==> src/rtl/poker_types_pkg.sv <==
// Shared poker/VGA types: screen-mode encoding decoded by the sequencer,
// the screen compositor and the debug HEX display, plus common widths.
package poker_types_pkg;

  localparam int unsigned PIX_W      = 10;
  localparam int unsigned SCR_W      = 2;
  localparam int unsigned WAIT_CNT_W = 8;

  typedef logic [SCR_W-1:0] screen_state_t;

  localparam screen_state_t SCR_START = 2'd0;
  localparam screen_state_t SCR_GAME  = 2'd1;
  localparam screen_state_t SCR_WAIT  = 2'd2;

endpackage

==> src/rtl/frame_tick_gen.sv <==
// Frame boundary detector: flags the first clk cycle the scan sits at
// pixel (0,0). Fires once per frame even when the pixel clock is slower
// than clk, because the origin must be left and re-entered.
// Ports:
//   clk, reset  - system clock, synchronous active-high reset
//   draw_x_i    - current pixel column
//   draw_y_i    - current pixel row
//   tick_c      - combinational, high in the first cycle at the origin
module frame_tick_gen
  import poker_types_pkg::*;
(
  input  logic             clk,
  input  logic             reset,
  input  logic [PIX_W-1:0] draw_x_i,
  input  logic [PIX_W-1:0] draw_y_i,
  output logic             tick_c
);

  logic at_origin_c;
  logic at_origin_q;

  assign at_origin_c = (draw_x_i == '0) && (draw_y_i == '0);

  // Resets to 1 so a scan already parked at the origin gives no tick.
  always_ff @(posedge clk) begin
    if (reset) begin
      at_origin_q <= 1'b1;
    end else begin
      at_origin_q <= at_origin_c;
    end
  end

  assign tick_c = at_origin_c & ~at_origin_q;

endmodule

==> src/rtl/screen_sequencer.sv <==
// Screen-mode controller for the VGA path. Sequences START -> GAME -> WAIT
// and commits every screen change on a frame boundary so no frame mixes two
// screens. Pulses new_hand whenever the poker FSM must deal.
// Ports:
//   clk, reset                 - system clock, synchronous active-high reset
//   DrawX, DrawY               - current VGA pixel
//   start_req                  - keyboard start request (pulse or level)
//   hand_done                  - poker FSM winner-decided pulse
//   game_over                  - high while any player stack is empty
//   continue_req               - keyboard request to skip the wait screen
//   start_state/game_state/wait_state - registered one-hot screen select
//   new_hand                   - one-cycle deal pulse
//   frame_tick                 - one-cycle pulse, cycle after each boundary
module screen_sequencer
  import poker_types_pkg::*;
#(
  parameter int unsigned WAIT_FRAMES = 120
) (
  input  logic             clk,
  input  logic             reset,
  input  logic [PIX_W-1:0] DrawX,
  input  logic [PIX_W-1:0] DrawY,
  input  logic             start_req,
  input  logic             hand_done,
  input  logic             game_over,
  input  logic             continue_req,
  output logic             start_state,
  output logic             game_state,
  output logic             wait_state,
  output logic             new_hand,
  output logic             frame_tick
);

  localparam logic [WAIT_CNT_W-1:0] WAIT_LAST = WAIT_CNT_W'(WAIT_FRAMES - 1);
  localparam logic [WAIT_CNT_W-1:0] WAIT_MAX  = '1;

  logic                  tick_c;
  screen_state_t         state_q,     state_d;
  logic                  start_pend_q, start_pend_d;
  logic                  done_pend_q,  done_pend_d;
  logic                  cont_pend_q,  cont_pend_d;
  logic [WAIT_CNT_W-1:0] wait_cnt_q,   wait_cnt_d;
  logic                  new_hand_q,   new_hand_d;
  logic                  start_sel_q, game_sel_q, wait_sel_q;
  logic                  frame_tick_q;
  logic                  start_eff_c, done_eff_c, cont_eff_c;

  frame_tick_gen u_frame_tick_gen (
    .clk      (clk),
    .reset    (reset),
    .draw_x_i (DrawX),
    .draw_y_i (DrawY),
    .tick_c   (tick_c)
  );

  // Each flag only latches in its own screen; a live input also counts so a
  // request landing on the tick cycle is honoured.
  assign start_eff_c = start_pend_q | start_req;
  assign done_eff_c  = done_pend_q  | hand_done;
  assign cont_eff_c  = cont_pend_q  | continue_req;

  // Next-state, flags, wait counter and deal pulse.
  always_comb begin
    state_d      = state_q;
    wait_cnt_d   = wait_cnt_q;
    new_hand_d   = 1'b0;
    start_pend_d = start_pend_q | ((state_q == SCR_START) & start_req);
    done_pend_d  = done_pend_q  | ((state_q == SCR_GAME)  & hand_done);
    cont_pend_d  = cont_pend_q  | ((state_q == SCR_WAIT)  & continue_req);

    if (tick_c) begin
      case (state_q)
        SCR_START: begin
          if (start_eff_c) begin
            state_d    = SCR_GAME;
            new_hand_d = 1'b1;
          end
        end
        SCR_GAME: begin
          if (done_eff_c) begin
            state_d    = SCR_WAIT;
            wait_cnt_d = '0;
          end
        end
        SCR_WAIT: begin
          if (wait_cnt_q != WAIT_MAX) begin
            wait_cnt_d = wait_cnt_q + WAIT_CNT_W'(1);
          end
          // Compare the pre-increment count: WAIT spans WAIT_FRAMES ticks.
          if (cont_eff_c || (wait_cnt_q == WAIT_LAST)) begin
            if (game_over) begin
              state_d = SCR_START;
            end else begin
              state_d    = SCR_GAME;
              new_hand_d = 1'b1;
            end
          end
        end
        default: begin
          state_d = SCR_START;
        end
      endcase
    end

    if (state_d != state_q) begin
      start_pend_d = 1'b0;
      done_pend_d  = 1'b0;
      cont_pend_d  = 1'b0;
    end
  end

  // State, flags and registered one-hot decode of the next state.
  always_ff @(posedge clk) begin
    if (reset) begin
      state_q      <= SCR_START;
      start_pend_q <= 1'b0;
      done_pend_q  <= 1'b0;
      cont_pend_q  <= 1'b0;
      wait_cnt_q   <= '0;
      new_hand_q   <= 1'b0;
      start_sel_q  <= 1'b1;
      game_sel_q   <= 1'b0;
      wait_sel_q   <= 1'b0;
      frame_tick_q <= 1'b0;
    end else begin
      state_q      <= state_d;
      start_pend_q <= start_pend_d;
      done_pend_q  <= done_pend_d;
      cont_pend_q  <= cont_pend_d;
      wait_cnt_q   <= wait_cnt_d;
      new_hand_q   <= new_hand_d;
      start_sel_q  <= (state_d == SCR_START);
      game_sel_q   <= (state_d == SCR_GAME);
      wait_sel_q   <= (state_d == SCR_WAIT);
      frame_tick_q <= tick_c;
    end
  end

  assign start_state = start_sel_q;
  assign game_state  = game_sel_q;
  assign wait_state  = wait_sel_q;
  assign new_hand    = new_hand_q;
  assign frame_tick  = frame_tick_q;

endmodule

==> config.mk <==
export PLATFORM = sky130hd
export DESIGN_NAME = screen_sequencer
export DESIGN_NICKNAME = d
export VERILOG_FILES = /design/src/rtl/poker_types_pkg.sv /design/src/rtl/frame_tick_gen.sv /design/src/rtl/screen_sequencer.sv
export SDC_FILE = /design/constraint.sdc
export NUM_CORES = 1
export LEC_CHECK = 0
export CORE_MARGIN = 4
export CORE_UTILIZATION = 45
export DETAILED_ROUTE_END_ITERATION = 8
export PLACE_DENSITY = 0.78
export SETUP_SLACK_MARGIN = 0.4
export SYNTH_ARGS = -nofsm -noshare
export SYNTH_HDL_FRONTEND = slang
export SYNTH_SLANG_ARGS = --single-unit
export TNS_END_PERCENT = 30
==> constraint.sdc <==
create_clock -name clk -period 2.7 [get_ports clk]
set_input_delay 0.405 -clock clk [delete_from_list [all_inputs] [get_ports clk]]
set_output_delay 0.405 -clock clk [all_outputs]
set_load 0.02 [all_outputs]
==> results of run 1 <==
## power by group through the flow
stage	sequential (mW)	clock [mW]	combinational [mW]
2_1_floorplan	0.289	0	0.0101
3_3_place_gp	0.289	0	0.0491
3_5_place_dp	0.289	0	0.0501
4_1_cts	0.283	0.147	0.0501
6_report	0.283	0.150	0.0509
5_1_grt	0.284	0.161	0.0540
## worst register-to-register path: stages, from the launching register on
cell and delay (ns):
dfxtp_1 0.45, nand2b_1 0.23, nor3_1 0.43, nand4_1 0.13, or4_1 0.41, a21oi_1 0.15
## cells in the final DEF, fill, tap and decap left out, types with 4 or more instances in the layout
master / instances
clkdlybuf4s50_1: 30
a21oi_1: 11
a31oi_1: 4
nor3_1: 5
or4_1: 4
nor2b_1: 4
o21ai_0: 7
dfxtp_1: 19
nand2_1: 10
nand3_1: 6
nor2_1: 12
## through the flow
step / utilization, % / cell area [um^2] / total power [mW]
floorplan: - / 992 / 0.299
global placement: 63.7 / 1290 / 0.338
detailed placement: 63.7 / 1290 / 0.339
CTS: 65.0 / 1320 / 0.480
global route: 66.1 / 1340 / 0.499
finish: 66.1 / 1340 / 0.484
## what timing repair did
action / 4_1_cts / 5_1_grt
hold endpoints to repair: 0 / 0
resized for setup: 0 / 1
setup buffers: 0 / 1
setup endpoints to repair: 0 / 5
## layout make-up
class	instances	share of cell area, %
Clock buffer	4	1.97
Inverter	1	0.281
Multi-Input combinational cell	96	43.7
Sequential cell	19	28.5
Tap cell	27	2.53
Timing Repair Buffer	31	23.0
## registers in the layout, indices dropped and copies added (netlist names)
name / flops
wait_cnt_q: 8
state_q: 2
cont_pend_q: 1
done_pend_q: 1
frame_tick: 1
game_state: 1
new_hand: 1
start_pend_q: 1
start_state: 1
u_frame_tick_gen.at_origin_q: 1
wait_state: 1
## worst paths after layout
kind	end	slack, ns
setup / recovery	start_state	0.51
hold / removal	wait_cnt_q[1]	0.50
setup reg to reg	wait_cnt_q[5]	0.83
hold reg to reg	wait_cnt_q[1]	0.50
## logic make-up after synthesis
group                    after synthesis  share of synthesized area, %
AND/OR/NAND/NOR                       57                          31.3
adder cells (fa/ha/maj)                1                          1.26
buffers and inverters                  9                          4.16
AO/OA/AOI/OAI                         36                          24.0
multiplexers                           1                          1.01
flip-flops                            19                          38.3
## per-layer routing
metal	wire length [um]	global-route usage, %	vias up	share of wire, %
li1	-	-	529	-
met1	1110	20.8	483	45
met2	1100	29.7	57	45
met3	219	4.56	11	8.8
met4	50	8.50	0	2.0
met5	0	0	-	0
==> impl_metrics.env, run 1 <==
export IMPL_fin_ws_ns=0.511
export IMPL_hold_viol=0
export IMPL_critical_path_buf_inv_count=2
export IMPL_cts_hold_buf=0
export IMPL_cts_inserted_buffers=3
export IMPL_clock_sinks=19
export IMPL_powerDensity_nw_per_um2=363
export IMPL_drtAntennaViolNets=0
export IMPL_synth_nets=150
export IMPL_holdWs_ns=0.503
export IMPL_cts_tree="yes"
export IMPL_setup_viol=0
export IMPL_drive_above_1_share_pct=6.62
export IMPL_max_freq_mhz=457
export IMPL_diodes=0
export IMPL_slowest_delay_ns=0.61
export IMPL_synth_edf_count=0
export IMPL_yosysMostFrequentCell="dfxtp_1"
export IMPL_cp_start_kind="input port"
export IMPL_yosysWarnings=0
export IMPL_cp_top_family="simple AND/OR/NAND/NOR gates"
export IMPL_finalCritPeriodShare_pct=81.1
export IMPL_die_h_um=55.0
export IMPL_status="finished, final reports clean"
export IMPL_p_int_mw=0.375
export IMPL_drcViolationCount=0
export IMPL_firstDrtPassIters=4
export IMPL_fillCellCount=170
export IMPL_seq_area_um2=380
export IMPL_clk_latency_ns=0.31
export IMPL_cp_required_ns=2.90
export IMPL_p_leak_nw=0.412
export IMPL_yosys_area_top_type="dfxtp_1"
export IMPL_rsz0062_at_grt="no"
export IMPL_reg2reg_depth=5
export IMPL_io_buffers=30
export IMPL_power_frac_seq_pct=58.5
export IMPL_multi_input_area_um2=584
export IMPL_antenna_found_initial=0
export IMPL_setup_tns_final_ns=0
export IMPL_netlist_top_cells_count="19 x dfxtp_1, 12 x nor2_1, 11 x a21oi_1, 10 x nand2_1, 7 x o21ai_0"
export IMPL_path_class="in2reg"
export IMPL_synth_avg_cell_area_um2=8.07
export IMPL_synth_top_flop_cell="dfxtp_1"
export IMPL_hp_class="reg2reg"
export IMPL_crit_chain="clkdlybuf4s50_1, nor4_2, nand3_1, buf_4, or3_2, a221o_1"
export IMPL_period_needed_ns=2.19
export IMPL_rr_startpoint="state_q[1]"
export IMPL_rows=16
export IMPL_pwr_share_clk_pct=31.0
export IMPL_synthTopCellsByArea="dfxtp_1 38%, a21oi_1 5.5%, nor2_1 4.5%"
export IMPL_first_iter_violations=34
export IMPL_initial_utilization_pct=49.1
export IMPL_area_growth_pct=34.7
export IMPL_path_max_fanout=11
export IMPL_tightest_slew_ns=0.743
export IMPL_dp_hpwl_um=1780
export IMPL_grt_first_pass_wirelength_um=3910
export IMPL_cts_buffer_depth=2
export IMPL_min_delay_start="wait_cnt_q[1]"
export IMPL_ys_ff_latch=19
export IMPL_synth_cells=123
export IMPL_final_nets=179
export IMPL_drv_slew=0
export IMPL_p_sw_share_pct=22.6
export IMPL_max_cap_violations=0
export IMPL_synth_area_um2=992
export IMPL_gr_total_overflow=0
export IMPL_wl_per_cell_um=13.9
export IMPL_vias=1080
export IMPL_vias_per_cell=6.07
export IMPL_fin_skew_ns=0.00541
export IMPL_synth_seq_area_share_pct=38.3
export IMPL_placed_cells=172
export IMPL_max_vdd_ir_drop_mv=0.273
export IMPL_combinationalPowerShare_pct=10.5
export IMPL_min_path_cells=2
export IMPL_grt_pass1_vias=949
export IMPL_synth_top_area_share_pct=38.3
export IMPL_h_tree_depth=1
export IMPL_slew_limit_headroom_pct=50.3
export IMPL_synth_cell_type_count=35
export IMPL_clkTransAtPathRegs_ns=0.11
export IMPL_place_ws_ns=0.119
export IMPL_io_pins=31
export IMPL_crit_slowest_cell="or3_2"
export IMPL_grt_use_total_pct=17.7
export IMPL_die_area_um2=3020
export IMPL_worst_path_stages=6
export IMPL_cts_root_buffer="clkbuf_4"
export IMPL_async_flop_share_pct=0
export IMPL_worst_setup_path_end_kind="register"
export IMPL_die_width_um=55.0
export IMPL_finalNonFillerCells=178
export IMPL_arrival_ns=2.39
export IMPL_p_switching_mw=0.109
export IMPL_core_area_um2=2020
export IMPL_finalWeightedCongestion=0.834
export IMPL_routed_wl_um=2480
export IMPL_crit_start="DrawX[9]"
export IMPL_grt_max_degree=23
No activity file was read; power rests on OpenSTA's default activity.
==> run 2, diff against run 1 <==
CORE_UTILIZATION = 41   (was 45)
PLACE_DENSITY = 0.75   (was 0.78)
clock period = 1.9 ns   (was 2.7 ns; I/O delays follow)
==> run 2 against run 1 <==
Net effect:
- sequential power grew 39%
- flip-flop and latch count is the same
- hold slack worse by 0.098 ns
- register-to-register slack worse by 0.58 ns
- wire length grew 30%
- die area up 8.3%
- combinational power is 51% higher
- cell area up 21%
- largest cell class unchanged
- largest power group unchanged
- highest routed layer unchanged
==> impl_metrics.env, run 2 (synthesis results as in run 1) <==
export IMPL_cts_inserted_buffers=3
export IMPL_worst_setup_path_end_kind="register"
export IMPL_fillCellCount=168
export IMPL_rsz0062_at_grt="yes"
export IMPL_final_nets=196
export IMPL_combinationalPowerShare_pct=11.3
export IMPL_vias=1204
export IMPL_die_h_um=57.2
export IMPL_wl_per_cell_um=16.5
export IMPL_antenna_found_initial=0
export IMPL_cp_start_kind="register"
export IMPL_period_needed_ns=1.65
export IMPL_layout_commonest_cell="buf_4"
export IMPL_first_iter_violations=52
export IMPL_fin_ws_ns=0.255
export IMPL_dp_hpwl_um=2080
export IMPL_cp_required_ns=2.08
export IMPL_initial_utilization_pct=44.0
export IMPL_clk_latency_ns=0.30
export IMPL_firstDrtPassIters=4
export IMPL_status="finished, final reports clean"
export IMPL_drv_slew=0
export IMPL_drcViolationCount=0
export IMPL_regMostFlops="wait_cnt_q"
export IMPL_vias_per_cell=6.14
export IMPL_h_tree_depth=1
export IMPL_place_ws_ns=-0.369
export IMPL_fin_skew_ns=0.00573
export IMPL_hold_viol=0
export IMPL_slew_limit_headroom_pct=56.6
export IMPL_rows=17
export IMPL_routed_wl_um=3230
export IMPL_max_vdd_ir_drop_mv=0.402
export IMPL_finalCritPeriodShare_pct=86.6
export IMPL_largest_reg_flops=8
export IMPL_final_cell_mix="16 x buf_4, 10 x nor2_1, 10 x a21oi_1, 10 x buf_2, 10 x clkdlybuf4s50_1"
export IMPL_largestRegisters="wait_cnt_q x8, state_q x2"
export IMPL_powerDensity_nw_per_um2=421
export IMPL_grt_pass1_vias=1184
export IMPL_p_switching_mw=0.169
export IMPL_drtAntennaViolNets=0
export IMPL_finalWeightedCongestion=0.811
export IMPL_tightest_slew_ns=0.648
export IMPL_cts_tree="yes"
export IMPL_max_cap_violations=0
export IMPL_drive_above_1_share_pct=43.5
export IMPL_path_class="reg2reg"
export IMPL_setup_viol=0
export IMPL_grt_max_degree=17
export IMPL_io_buffers=30
export IMPL_clkTransAtPathRegs_ns=0.11
export IMPL_die_area_um2=3270
export IMPL_cts_buffer_depth=2
export IMPL_cts_hold_buf=0
export IMPL_core_area_um2=2250
export IMPL_p_sw_share_pct=24.7
export IMPL_p_int_mw=0.514
export IMPL_pwr_share_clk_pct=31.0
export IMPL_max_freq_mhz=608
export IMPL_diodes=0
export IMPL_arrival_ns=1.82
export IMPL_power_frac_seq_pct=57.7
export IMPL_grt_first_pass_wirelength_um=5180
export IMPL_die_width_um=57.2
export IMPL_hp_class="in2reg"
export IMPL_clock_sinks=19
export IMPL_path_max_fanout=6
export IMPL_gr_total_overflow=0
export IMPL_io_pins=31
export IMPL_area_growth_pct=63.6
export IMPL_cts_root_buffer="clkbuf_4"
export IMPL_p_leak_nw=0.563
export IMPL_total_power_mw=0.683
export IMPL_grt_use_total_pct=19.8
[run 2: layer usage]
layer | global-route usage (%) | vias to the layer above | part of all wire (%)
li1 | - | 559 | -
met1 | 23.0 | 567 | 40
met2 | 35.2 | 69 | 52
met3 | 2.71 | 9 | 6.6
met4 | 9.60 | 0 | 2.3
met5 | 0 | - | 0
[run 2: metrics by stage]
| step | TNS, ns | area, um^2 | cells | utilization [%] | hold slack [ns] |
|---|---|---|---|---|---|
| 2_1_floorplan | 0 | 1040 | 123 | - | 0.463 |
| 3_3_place_gp | -4.54 | 1410 | 183 | 62.7 | 0.476 |
| 3_5_place_dp | -5.10 | 1410 | 183 | 62.7 | 0.482 |
| 4_1_cts | 0 | 1500 | 192 | 66.5 | 0.421 |
| 5_1_grt | 0 | 1620 | 196 | 72.0 | 0.421 |
| 6_report | 0 | 1620 | 196 | 72.0 | 0.405 |
[run 2: final cells by class]
type	count	area [um^2]	area share, %
Multi-Input combinational cell	96	747	46.0
Sequential cell	19	408	25.1
Timing Repair Buffer	48	402	24.7
Tap cell	28	35.0	2.16
Clock buffer	3	22.5	1.39
Clock inverter	1	5.00	0.308
Inverter	1	3.75	0.231
[run 2: final timing paths]
path	slack (ns)	from	depth (start not counted)	endpoint
max reg2reg	0.25	wait_cnt_q[4]	5	wait_cnt_q[0]
min reg2reg	0.52	state_q[0]	2	state_q[0]
min	0.40	DrawY[9]	5	u_frame_tick_gen.at_origin_q
max	0.25	wait_cnt_q[4]	5	wait_cnt_q[0]
[run 2: critical path: stages (launching register included)]
cell	delay, ns
dfxtp_4	0.38
and3_4	0.19
a31o_4	0.25
a2111oi_4	0.41
mux2i_1	0.24
nor2_1	0.05
[run 2: power by group through the flow]
stage / Combinational (mW) / Clock (mW) / Sequential [mW]
floorplan: 0.0169 / 0 / 0.411
global placement: 0.0802 / 0 / 0.411
detailed placement: 0.0820 / 0 / 0.411
CTS: 0.0705 / 0.211 / 0.403
global route: 0.0822 / 0.224 / 0.395
finish: 0.0771 / 0.212 / 0.394
[run 2: repair_timing]
item,in CTS,in global routing
setup buffers,4,4
gates resized for setup,81,35
cloned,1,0
endpoints found under the setup margin,23,22
pin swaps,13,20
